`config.mk`:
```
export PLATFORM = sky130hd
export DESIGN_NAME = adder_chunked
export DESIGN_NICKNAME = d
export VERILOG_FILES = /design/src/rtl/add_chunk.sv /design/src/rtl/adder_chunked.sv
export SDC_FILE = /design/constraint.sdc
export NUM_CORES = 1
export LEC_CHECK = 0
export ABC_AREA = 1
export CORE_MARGIN = 4
export CORE_UTILIZATION = 56
export DETAILED_ROUTE_END_ITERATION = 7
export PLACE_DENSITY = 0.86
export SYNTH_ARGS = -nofsm -noshare
export SYNTH_HDL_FRONTEND = slang
export SYNTH_SLANG_ARGS = --single-unit
export TNS_END_PERCENT = 1
```
`constraint.sdc`:
```
create_clock -name clk -period 7.54 [get_ports clk]
set_input_delay 1.508 -clock clk [delete_from_list [all_inputs] [get_ports clk]]
set_output_delay 1.508 -clock clk [all_outputs]
set_load 0.02 [all_outputs]
```
`src/rtl/add_chunk.sv`:
```
// add_chunk: combinational W-bit adder slice, time-multiplexed by adder_chunked.
// Ports: a, b, ci in; sum, co out; c_msb is the carry into the top sum bit.
module add_chunk #(
   parameter int W = 8
) (
   input  logic [W-1:0] a,
   input  logic [W-1:0] b,
   input  logic         ci,
   output logic [W-1:0] sum,
   output logic         co,
   output logic         c_msb
);

   logic [W:0] full;

   assign full  = {1'b0, a} + {1'b0, b} + {{W{1'b0}}, ci};
   assign sum   = full[W-1:0];
   assign co    = full[W];
   // top sum bit is a ^ b ^ cin, so the MSB carry-in falls out directly
   assign c_msb = full[W-1] ^ a[W-1] ^ b[W-1];

endmodule

```
`src/rtl/adder_chunked.sv`:
```
// adder_chunked: WIDTH-bit add/sub, CHUNK bits per clock, carry kept in a reg.
// Ports: clk, reset, in_valid/in_ready + a, b, ci, sub in; out_valid/out_ready + result, carry, overflow out.
module adder_chunked #(
   parameter int WIDTH = 32,
   parameter int CHUNK = 8
) (
   input  logic             clk,
   input  logic             reset,
   input  logic             in_valid,
   output logic             in_ready,
   input  logic [WIDTH-1:0] a,
   input  logic [WIDTH-1:0] b,
   input  logic             ci,
   input  logic             sub,
   output logic             out_valid,
   input  logic             out_ready,
   output logic [WIDTH-1:0] result,
   output logic             carry,
   output logic             overflow
);

   localparam int NCHUNK = WIDTH / CHUNK;
   localparam int CW     = (NCHUNK > 1) ? $clog2(NCHUNK) : 1;
   localparam logic [CW-1:0] LAST = CW'(NCHUNK - 1);

   generate
      if (CHUNK <= 0 || WIDTH <= 0 || (WIDTH % CHUNK) != 0) begin : g_cfg_err
         $error("adder_chunked: WIDTH must be a positive multiple of CHUNK");
      end
   endgenerate

   typedef enum logic [1:0] {
      S_IDLE = 2'd0,
      S_RUN  = 2'd1,
      S_DONE = 2'd2
   } state_t;

   state_t           state_q, state_d;
   logic [CW-1:0]    cnt_q, cnt_d;
   logic [WIDTH-1:0] a_q, a_d;
   logic [WIDTH-1:0] b_q, b_d;
   logic             cy_q, cy_d;
   logic [WIDTH-1:0] res_q, res_d;
   logic             co_q, co_d;
   logic             ovf_q, ovf_d;
   logic             rdy_q, rdy_d;

   int               idx;
   logic [CHUNK-1:0] ch_a, ch_b, ch_sum;
   logic             ch_co, ch_cmsb;
   logic             ovf_rule;

   assign idx  = int'(cnt_q) * CHUNK;
   assign ch_a = a_q[idx +: CHUNK];
   assign ch_b = b_q[idx +: CHUNK];

   add_chunk #(
      .W(CHUNK)
   ) u_add (
      .a    (ch_a),
      .b    (ch_b),
      .ci   (cy_q),
      .sum  (ch_sum),
      .co   (ch_co),
      .c_msb(ch_cmsb)
   );

   // only meaningful on the last chunk, where ch_a/ch_b hold the operand MSBs
   assign ovf_rule = (a_q[WIDTH-1] == b_q[WIDTH-1])
                   & (ch_sum[CHUNK-1] != a_q[WIDTH-1]);

   always_comb begin
      state_d = state_q;
      cnt_d   = cnt_q;
      a_d     = a_q;
      b_d     = b_q;
      cy_d    = cy_q;
      res_d   = res_q;
      co_d    = co_q;
      ovf_d   = ovf_q;
      unique case (state_q)
         S_IDLE: begin
            if (in_valid && rdy_q) begin
               a_d     = a;
               // subtraction is a + ~b + 1
               b_d     = sub ? ~b : b;
               cy_d    = sub | ci;
               cnt_d   = '0;
               state_d = S_RUN;
            end
         end
         S_RUN: begin
            res_d[idx +: CHUNK] = ch_sum;
            cy_d = ch_co;
            if (cnt_q == LAST) begin
               co_d    = ch_co;
               ovf_d   = ovf_rule;
               cnt_d   = '0;
               state_d = S_DONE;
            end else begin
               cnt_d = cnt_q + 1'b1;
            end
         end
         S_DONE: begin
            if (out_ready) begin
               state_d = S_IDLE;
            end
         end
         default: state_d = S_IDLE;
      endcase
      rdy_d = (state_d == S_IDLE);
   end

   always_ff @(posedge clk or posedge reset) begin
      if (reset) begin
         state_q <= S_IDLE;
         cnt_q   <= '0;
         a_q     <= '0;
         b_q     <= '0;
         cy_q    <= 1'b0;
         res_q   <= '0;
         co_q    <= 1'b0;
         ovf_q   <= 1'b0;
         rdy_q   <= 1'b0;
      end else begin
         state_q <= state_d;
         cnt_q   <= cnt_d;
         a_q     <= a_d;
         b_q     <= b_d;
         cy_q    <= cy_d;
         res_q   <= res_d;
         co_q    <= co_d;
         ovf_q   <= ovf_d;
         rdy_q   <= rdy_d;
      end
   end

   // MSB carry-in vs carry-out must agree with the sign-based overflow rule
   a_ovf_xcheck: assert property (
      @(posedge clk) disable iff (reset)
      (state_q == S_RUN && cnt_q == LAST) |-> (ovf_rule == (ch_co ^ ch_cmsb))
   );

   assign in_ready  = rdy_q;
   assign out_valid = (state_q == S_DONE);
   assign result    = res_q;
   assign carry     = co_q;
   assign overflow  = ovf_q;

endmodule

```
==> results of run 1 <==
power by group through the flow:
stage / Sequential [mW] / Combinational (mW) / Clock [mW]
floorplan: 0.983 / 1.09 / 0
CTS: 0.956 / 1.65 / 0.419
finish: 0.960 / 1.66 / 0.420
global route: 0.985 / 1.83 / 0.440
detailed placement: 0.964 / 1.65 / 0
global placement: 0.958 / 1.61 / 0
worst paths after layout:
| kind | startpoint | endpoint | slack [ps] | cells after the start |
|---|---|---|---|---|
| setup / recovery | cnt_q[0] | result[12] | 3960 | 11 |
| hold / removal | b_q[10] | b_q[10] | 490 | 2 |
| setup reg to reg | cnt_q[0] | result[12] | 3960 | 11 |
| hold reg to reg | b_q[10] | b_q[10] | 490 | 2 |
| max in group asynchronous | reset | b_q[19] | 4870 | 3 |
| min in group asynchronous | reset | overflow | 1580 | 2 |
cells by family (layout without fill, tap and decap cells):
group           count (synthesis)  in the layout
simple gates                  293            293
compound gates                103            103
fa+ha+maj                      15             15
buf+inv                        56            152
flops                         104            104
xor+xnor                       35             35
metrics by stage:
step / hold WS (ps) / util, % / setup WS (ps) / power [mW] / instances
2_1_floorplan: 443.6 / - / 3300 / 2.069 / 606
3_3_place_gp: 460.5 / 70.55 / 3853 / 2.565 / 794
3_5_place_dp: 461.1 / 70.55 / 3815 / 2.612 / 794
4_1_cts: 485.2 / 73.30 / 4001 / 3.030 / 810
5_1_grt: 501.3 / 73.30 / 3667 / 3.258 / 810
6_report: 488.4 / 73.30 / 3963 / 3.039 / 810
per-layer routing:
| layer | up-vias | track usage [%] | share of wire, % |
|---|---|---|---|
| li1 | 2139 | - | - |
| met1 | 2038 | 28.19 | 42 |
| met2 | 160 | 39.11 | 50 |
| met3 | 24 | 3.918 | 5.6 |
| met4 | 0 | 7.407 | 2.2 |
| met5 | - | 0 | 0 |
area by class of cell:
cell class	count	area, um2	share of cell area, %
Sequential cell	104	2603	40.32
Multi-Input combinational cell	446	2297	35.59
Timing Repair Buffer	108	1069	16.55
Tap cell	108	135.1	2.093
Clock buffer	9	123.9	1.919
Clock inverter	7	118.9	1.841
Inverter	28	108.9	1.686
registers in the layout, summed over array words and instances (netlist names):
signal    count
cy_q          1
cnt_q         2
overflow      1
in_ready      1
b_q          32
carry         1
a_q          32
state_q       2
result       32
worst register-to-register path, cell delays in order, from the launching register on:
cell,delay [ps]
dfrtp_1,890
inv_2,480
o21ai_0,280
o22ai_1,140
fa_1,460
fa_1,420
nand2_1,90
nand2_1,70
nand2_1,70
xnor2_1,240
nand3_1,180
o21ai_0,180
Yosys cell counts:
cell / count
inv_1: 23
buf_4: 7
buf_2: 8
nand4_1: 7
nand4_2: 1
nor3_4: 1
nand2_4: 2
xnor2_1: 33
nand3_1: 24
inv_2: 3
xor2_1: 1
clkinv_2: 1
o21ai_1: 3
a22o_1: 4
o31ai_1: 1
clkbuf_1: 13
o21ai_0: 76
nor2_1: 41
fa_1: 2
nand3b_1: 2
or2_2: 2
clkinv_1: 1
xor2_2: 1
nor2_4: 2
nand2_1: 208
o22ai_1: 16
a21oi_1: 3
ha_1: 13
or2_1: 1
dfrtp_1: 104
nand2_2: 2
==> impl_results.md, run 1 <==
* Status: finished, final reports clean
* Die X at around 100 um
* Die area at ~11000 um2
* Clk_skew at between 10 and 15 ps
* Slowest CP cell: dfrtp_1
* Post-route setup TNS at 0 ps
* Achievable Freq at between 200 and 300 MHz
* Post-DP Area at roughly 6200 um2
* Clock buffer depth at 2
* Max H-tree Level at 3
* CP Class: flop to flop
* CP peak stage delay at ~900 ps
* Final Slew Violations at 0
* Diode count at 0
* Internal at 1.616 mW
* Tcrit/Tclk final at between 40 and 50%
* Nets at between 700 and 800
* Critical Path End Type: flop
* Synthesized-area fraction occupied by adder cells at about 3.9%
* Synth area leader: dfrtp_1
* Io pins at around 110
* Maximum number of pins on one net before global-route repair at around 100
* CP Max Fanout at 38
* Critical path's top delay family: flip-flops
* Number of global-route vias before repair at roughly 4200
* Post-Syn Instances at slightly above 600
* Worst Path Arrival at a little under 4000 ps
* Gr usage total at 22.34%
* Row count at 34
* Sw frac at a little under half
* Synth top area share at between 50% and 60%
* Ranking of synthesized cells by area: dfrtp_1 51%, nand2_1 15%, o21ai_0 7.4%
* Vias per inst at 5.384
* Setup violators final at 0
* Iter 0 DRT Violations at 306
* Commonest non-fill, non-tap cells in the layout: 208 x nand2_1, 104 x dfrtp_1, 104 x clkdlybuf4s50_1, 76 x o21ai_0, 41 x nor2_1
* Gpl congestion at 0.9095
* Routed len/inst at 15.32 um
* Worst skew pair latency at between 300 and 400 ps
* Total routed wirelength at 12410 um
* Total CTS buffers at 9
* Synth Warn # at 0
* Final hold violations at 0
* Worst EP required at slightly below 8000 ps
* Synth Area in Compound Gates at 10.76%
* Core area at 8806 um2
* Yosys cell types at 31
* Fin crit period at roughly 3600 ps
* Clock Pin Slew Worst Setup and Hold Paths at 100 ps
* Starting Density at 58.35%
* Pwr Density at between 400 and 500 nW/um2
* Yosys reg bits at around 100
* DRT Pass-1 Iters at 5
* CTS tree: done
* Largest family of logic cells by synthesized area: simple AND/OR/NAND/NOR gates
* Final Cell Area at around 6500 um2
* Max VDD drop at between 0.0002 and 0.00025 V
* Post-synthesis mux area share at 0%
* WP buf/inv at 1
* Comb pwr share at between 50% and 60%
* Grt total ovfl at 0
* Root Buffer: clkbuf_8
* Setup bufs post-CTS at 0
* Layout area overhead at 25.61%
* Fillers at approximately 640
* Mapped cell area at between 5000 and 6000 um2
* Crit-path cells: inv_2 -> o21ai_0 -> o22ai_1 -> fa_1 -> fa_1 -> nand2_1 -> nand2_1 -> nand2_1 -> xnor2_1 -> nand3_1 -> o21ai_0
* Unrepaired setup endpoints after global routing: no
* Post-synthesis simple-gate area fraction at 23.72%
* Fraction of layout cells with a size suffix above 1 at 5.128%
* DR DRC count at 0
* # port buffers at around 110
* Max cap viols at 0
* Hold WC Path Type: flop to flop
* Seq pwr share at about a third
* Slew headroom at 42.56%
* Leakage power at approximately 3.1 nW
* Initial antenna violation count at 0
* Worst slew pin tran at about 860 ps
* Clock Sinks at 104
* Psw at about 1.4 mW
* CTS Hold Bufs at 0
* Most common cell on crit path: nand2_1
* Sequential share of the synthesized area at a little over 50%
* Syn Nets at roughly 690
* CTS resizes at 0
* DP HPWL at 9198 um
* Type of origin of the critical path: flop
* Syn avg cell area at 8.480 um2
* First-pass GRT wire length at between 15000 and 20000 um
* Post-DRT Antenna Nets at 0
* Post-Synth XOR/XNOR Area at 6.112%
* Via Count at 4361
* Die Ht at about 100 um
* Clock Power Share at between 10 and 15%
* Most common cell after layout, fill and taps aside: nand2_1
No activity file was read; power rests on OpenSTA's default activity.
==> run 2: changes to the inputs <==
CORE_UTILIZATION = 52   (was 56)
PLACE_DENSITY = 0.81   (was 0.86)
clock period = 3.65 ns   (was 7.54 ns; I/O delays follow)
==> run 2 against run 1 <==
Effect of this change:
- hold slack improved by 1.3 ps
- core utilization fell by 6.7 points
- final cell count up 3.3%
- clock-buffer cell count up 3
- combinational power grew 110%
- clock skew fell by 3.9 ps
- die area is 7.1% higher
==> impl_results.md, run 2 (same netlist as run 1, synthesis figures left out) <==
* Unrepaired setup endpoints after global routing: no
* Total routed wirelength at about 13000 um
* Tcrit/Tclk final at approximately 73%
* Initial antenna violation count at 0
* Via Count at 4328
* CTS tree: done
* Grt total ovfl at 0
* Nets at about 800
* Status: finished, final reports clean
* CP Class: flop to flop
* DR DRC count at 0
* DRT Pass-1 Iters at 4
* Gr usage total at roughly 23%
* Clock Pin Slew Worst Setup and Hold Paths at ~90 ps
* Reg2reg path depth at 8
* Worst Path Arrival at 2940 ps
* Worst EP required at 3930 ps
* Worst skew pair latency at ~360 ps
* Clock buffer depth at 2
* Fin crit period at ~2700 ps
* First-pass GRT wire length at about 20000 um
* Max cap viols at 0
* CP Max Fanout at 38
* Total CTS buffers at 9
* Max H-tree Level at 3
* Post-DRT Antenna Nets at 0
* Leakage power at 3.039 nW
* Clock Sinks at around 100
* Clk_skew at around 10 ps
* Die area at between 10000 and 15000 um2
* Hold WC Path Type: flop to flop
* Critical Path End Type: flop
* Layout area overhead at 25.44%
* CTS Hold Bufs at 0
* Diode count at 0
* Setup bufs post-CTS at 0
* WHS Path Cells at 2
* Io pins at 106
* Min-delay src: b_q[10]
* Hold EP: b_q[10]
* Pwr Density at 941.9 nW/um2
* Max VDD drop at between 0.0004 and 0.0005 V
* Final Cell Area at between 6000 and 7000 um2
* Starting Density at between 50 and 60%
* Number of global-route vias before repair at between 4000 and 5000
* CTS resizes at 0
* Vias per inst at a little over 5
* Commonest non-fill, non-tap cells in the layout: 208 x nand2_1, 104 x dfrtp_1, 104 x clkdlybuf4s50_1, 76 x o21ai_0, 41 x nor2_1
* Gpl congestion at approximately 0.9
* Final Slew Violations at 0
* Final hold violations at 0
* Achievable Freq at about 380 MHz
* Maximum number of pins on one net before global-route repair at 98
* Die Ht at ~110 um
* Flop-to-flop setup slack at approximately 1000 ps
* Post-route setup TNS at 0 ps
* # port buffers at about 110
* Slew headroom at between 40% and 50%
* Setup violators final at 0
* Core area at a little under 10000 um2
* Post-DP Area at roughly 6300 um2
* Root Buffer: clkbuf_8
* Worst R2R Start: cnt_q[0]
* DP HPWL at about 9500 um
* Iter 0 DRT Violations at about 280
* Type of origin of the critical path: flop
* Row count at 36
* Die X at between 100 and 150 um
* Fraction of layout cells with a size suffix above 1 at under 10%
* Worst R2R End: result[10]
* Routed len/inst at between 10 and 15 um
* Most common cell after layout, fill and taps aside: nand2_1
* Worst slew pin tran at ~860 ps
## run 2: cell count changes in the layout (fill, tap and decap cells not counted), sizes merged
cell,delta
clkinvlp,+2
inv,-1
buf,+2
clkbuf,+3
bufinv,-3
clkinv,-1
## run 2: area by class of cell
class / count / area, um2
multi-input cells: 446 / 2297
fillers: 802 / 3238
well taps: 133 / 166.4
clock buffers: 12 / 145.1
clock inverters: 4 / 30.03
repair buffers: 110 / 1096
flip-flops and latches: 104 / 2603
inverters: 28 / 108.9
## run 2: worst max-delay path by stage
stage              from    endpoint  depth (start not counted)
2_1_floorplan     reset      a_q[0]                          1
3_3_place_gp   cnt_q[0]  result[14]                         13
3_5_place_dp   cnt_q[0]  result[10]                          8
4_1_cts        cnt_q[0]  result[10]                          8
5_1_grt        cnt_q[0]  result[12]                         11
6_report       cnt_q[0]  result[10]                          8
## run 2: per-layer routing
metal / part of all wire [%] / global-route usage (%) / up-vias
met1: 42 / 28.74 / 2026
met4: 3.4 / 10.10 / 0
met3: 4.6 / 3.419 / 36
li1: - / - / 2142
met5: 0 / 0 / -
met2: 50 / 38.25 / 124
## run 2: through the flow
stage	power (mW)	utilization (%)	setup slack, ps	std cells	hold WS (ps)
after global routing	6.590	66.56	735.5	837	515.8
final	6.071	66.56	995.0	837	489.7
after CTS	6.069	66.56	1014	837	491.8
after global placement	5.344	64.75	1093	821	458.7
after detailed placement	5.412	64.75	1040	821	467.0
after floorplan	4.274	-	187.8	606	443.6
## run 2: critical path, stage by stage, from the launching register on
cell and delay [ps]:
dfrtp_1 400, inv_2 240, o21ai_0 240, o22ai_1 110
fa_1 450, fa_1 420, xor2_1 320, nand3_1 200
o21ai_0 190
## run 2: where the power goes
| part | total, mW | internal [mW] | switching (mW) |
|---|---|---|---|
| sequential | 1.98 | 1.64 | 0.340 |
| clock | 0.655 | 0.267 | 0.387 |
| combinational | 3.44 | 1.27 | 2.17 |
==> run 3: changes to the inputs <==
clock period = 2.7 ns   (was 3.65 ns; I/O delays follow)
==> run 3 against run 2 <==
Effect of this change:
- setup slack worse by 750 ps
- via count increased by 2.1%
- fmax rose by 8.1%
- cell area increased by 1.3%
- sequential share of layout area is 0.47 points lower
- total power increased by 38%
- critical path depth increased by 3
- largest power group unchanged
- highest routed layer unchanged
==> impl_results.md, run 3 (same netlist as run 1, synthesis figures left out) <==
* Busiest layer in global routing: met2
* Die Ht at between 100 and 150 um
* GR met1 Demand/Resource at ~28%
* Achievable Freq at slightly above 400 MHz
* Core area at approximately 9700 um2
* Clock buffer depth at 2
* Routed len/inst at roughly 15 um
* Diode count at 0
* Grt total ovfl at 0
* Fin worst setup slack at between 200 and 250 ps
* Fillers at 823
* # port buffers at 105
* Layout area overhead at 27.05%
* CTS tree: done
* Root Buffer: clkbuf_8
* CP Class: flop to flop
* Status: finished, final reports clean
* Post-DP Area at 6320 um2
* Clock Sinks at 104
* Hold WC Path Type: flop to flop
* Worst EP required at about 3000 ps
* Total Power at around 8.4 mW
* Gr usage total at between 20% and 30%
* Tcrit/Tclk final at around 91%
* CP peak stage delay at roughly 450 ps
* Reg area at roughly 2600 um2
* Final Slew Violations at 0
* Met3 usage at 3.659%
* Max VDD drop at 0.0006673 V
* Io pins at about 110
* Nets at 790
* Maximum number of pins on one net before global-route repair at between 100 and 150
* Iter 0 DRT Violations at 255
* DRT Pass-1 Iters at 5
* Number of global-route vias before repair at between 4000 and 5000
* Leakage power at between 3 and 4 nW
* Clk_skew at roughly 10 ps
* Final hold violations at 0
* Initial antenna violation count at 0
* Final Cell Area at 6529 um2
* Slew headroom at 41.21%
* Die area at roughly 12000 um2
* Via Count at 4420
* Max H-tree Level at 3
* WP buf/inv at 1
* Met2 Track Usage GR at around 40%
* Total CTS buffers at 9
* Area occupied by multi-input gates at 2305 um2
* Clock Pin Slew Worst Setup and Hold Paths at around 100 ps
* Total routed wirelength at between 10000 and 15000 um
* Slowest CP cell: dfrtp_2
* Max cap viols at 0
* Critical Path End Type: flop
* Unrepaired setup endpoints after global routing: no
* Row count at 36
* CP Max Fanout at 11
* Worst skew pair latency at 370 ps
* Crit-path cells: inv_4 -> o21ai_0 -> o22ai_1 -> fa_1 -> fa_1 -> nand2_1 -> nand2_1 -> nand2_1 -> xnor2_2 -> nand3_1 -> o21ai_0
* Pwr Density at between 1000 and 1500 nW/um2
* Post-route setup TNS at 0 ps
* Setup violators final at 0
* DR DRC count at 0
* Fraction of layout cells with a size suffix above 1 at under 10%
* Starting Density at a little over half
* Commonest non-fill, non-tap cells in the layout: 208 x nand2_1, 104 x clkdlybuf4s50_1, 102 x dfrtp_1, 75 x o21ai_0, 41 x nor2_1
* Most common cell on crit path: nand2_1
* Gpl congestion at 0.9051
* Most common cell after layout, fill and taps aside: nand2_1
* Dpl ws at 89.59 ps
* Fin crit period at ~2500 ps
* First-pass GRT wire length at approximately 21000 um
* Layout Utilization at about two thirds
* Die X at roughly 110 um
* Worst Path Arrival at 2740 ps
* CTS Hold Bufs at 0
* Critical path's top delay family: adder cells
* Post-DRT Antenna Nets at 0
* DP HPWL at 9901 um
* Type of origin of the critical path: flop
* Worst slew pin tran at slightly below 900 ps
* Vias per inst at between 5 and 6
[run 3: changes by cell type in the layout (fill, tap and decap cells not counted), sizes merged]
cell / delta
buf: +6
clkbuf: -1
clkinv: +1
clkinvlp: -1
inv: +1
[run 3: worst register-to-register path: stages (launching register included)]
cell     delay [ps]
dfrtp_2         450
inv_4            90
o21ai_0         150
o22ai_1         110
fa_1            440
fa_1            420
nand2_1          80
nand2_1          60
nand2_1         100
xnor2_2         170
nand3_1         140
o21ai_0         160
[run 3: final cells by class]
type                            count  area share, %
Clock buffer                       11          2.012
Inverter                           28          1.782
Multi-Input combinational cell    446          35.30
Clock inverter                      5         0.5941
Timing Repair Buffer              116          17.86
Tap cell                          133          2.549
Sequential cell                   104          39.90
[run 3: per-layer routing]
metal  wire, um  up-vias
met2       6688      150
li1           -     2151
met4        408        0
met1       5212     2090
met3        674       29
met5          0        -
[run 3: stage by stage]
step / hold slack [ps] / instances
final: 489.7 / 843
after global routing: 509.1 / 843
after global placement: 459.7 / 824
after CTS: 487.0 / 840
after detailed placement: 462.9 / 824
after floorplan: 443.6 / 606
[run 3: power by group]
| group | internal [mW] | switching (mW) | total, mW |
|---|---|---|---|
| clock network | 0.346 | 0.553 | 0.899 |
| logic | 1.82 | 2.96 | 4.79 |
| registers | 2.22 | 0.503 | 2.72 |
[run 3: timing repair]
| action | 4_1_cts | 5_1_grt |
|---|---|---|
| setup endpoints to repair | 0 | 14 |
| setup buffers | 0 | 3 |
| gates resized for setup | 0 | 6 |
[run 3: worst paths after layout]
kind / cells past startpoint / endpoint / slack, ps / start
max in group asynchronous: 3 / b_q[28] / 1600 / reset
hold reg to reg: 2 / result[25] / 490 / result[25]
min in group asynchronous: 3 / state_q[0] / 680 / reset
setup reg to reg: 11 / result[28] / 240 / cnt_q[0]
setup / recovery: 11 / result[28] / 240 / cnt_q[0]
hold / removal: 2 / result[25] / 490 / result[25]
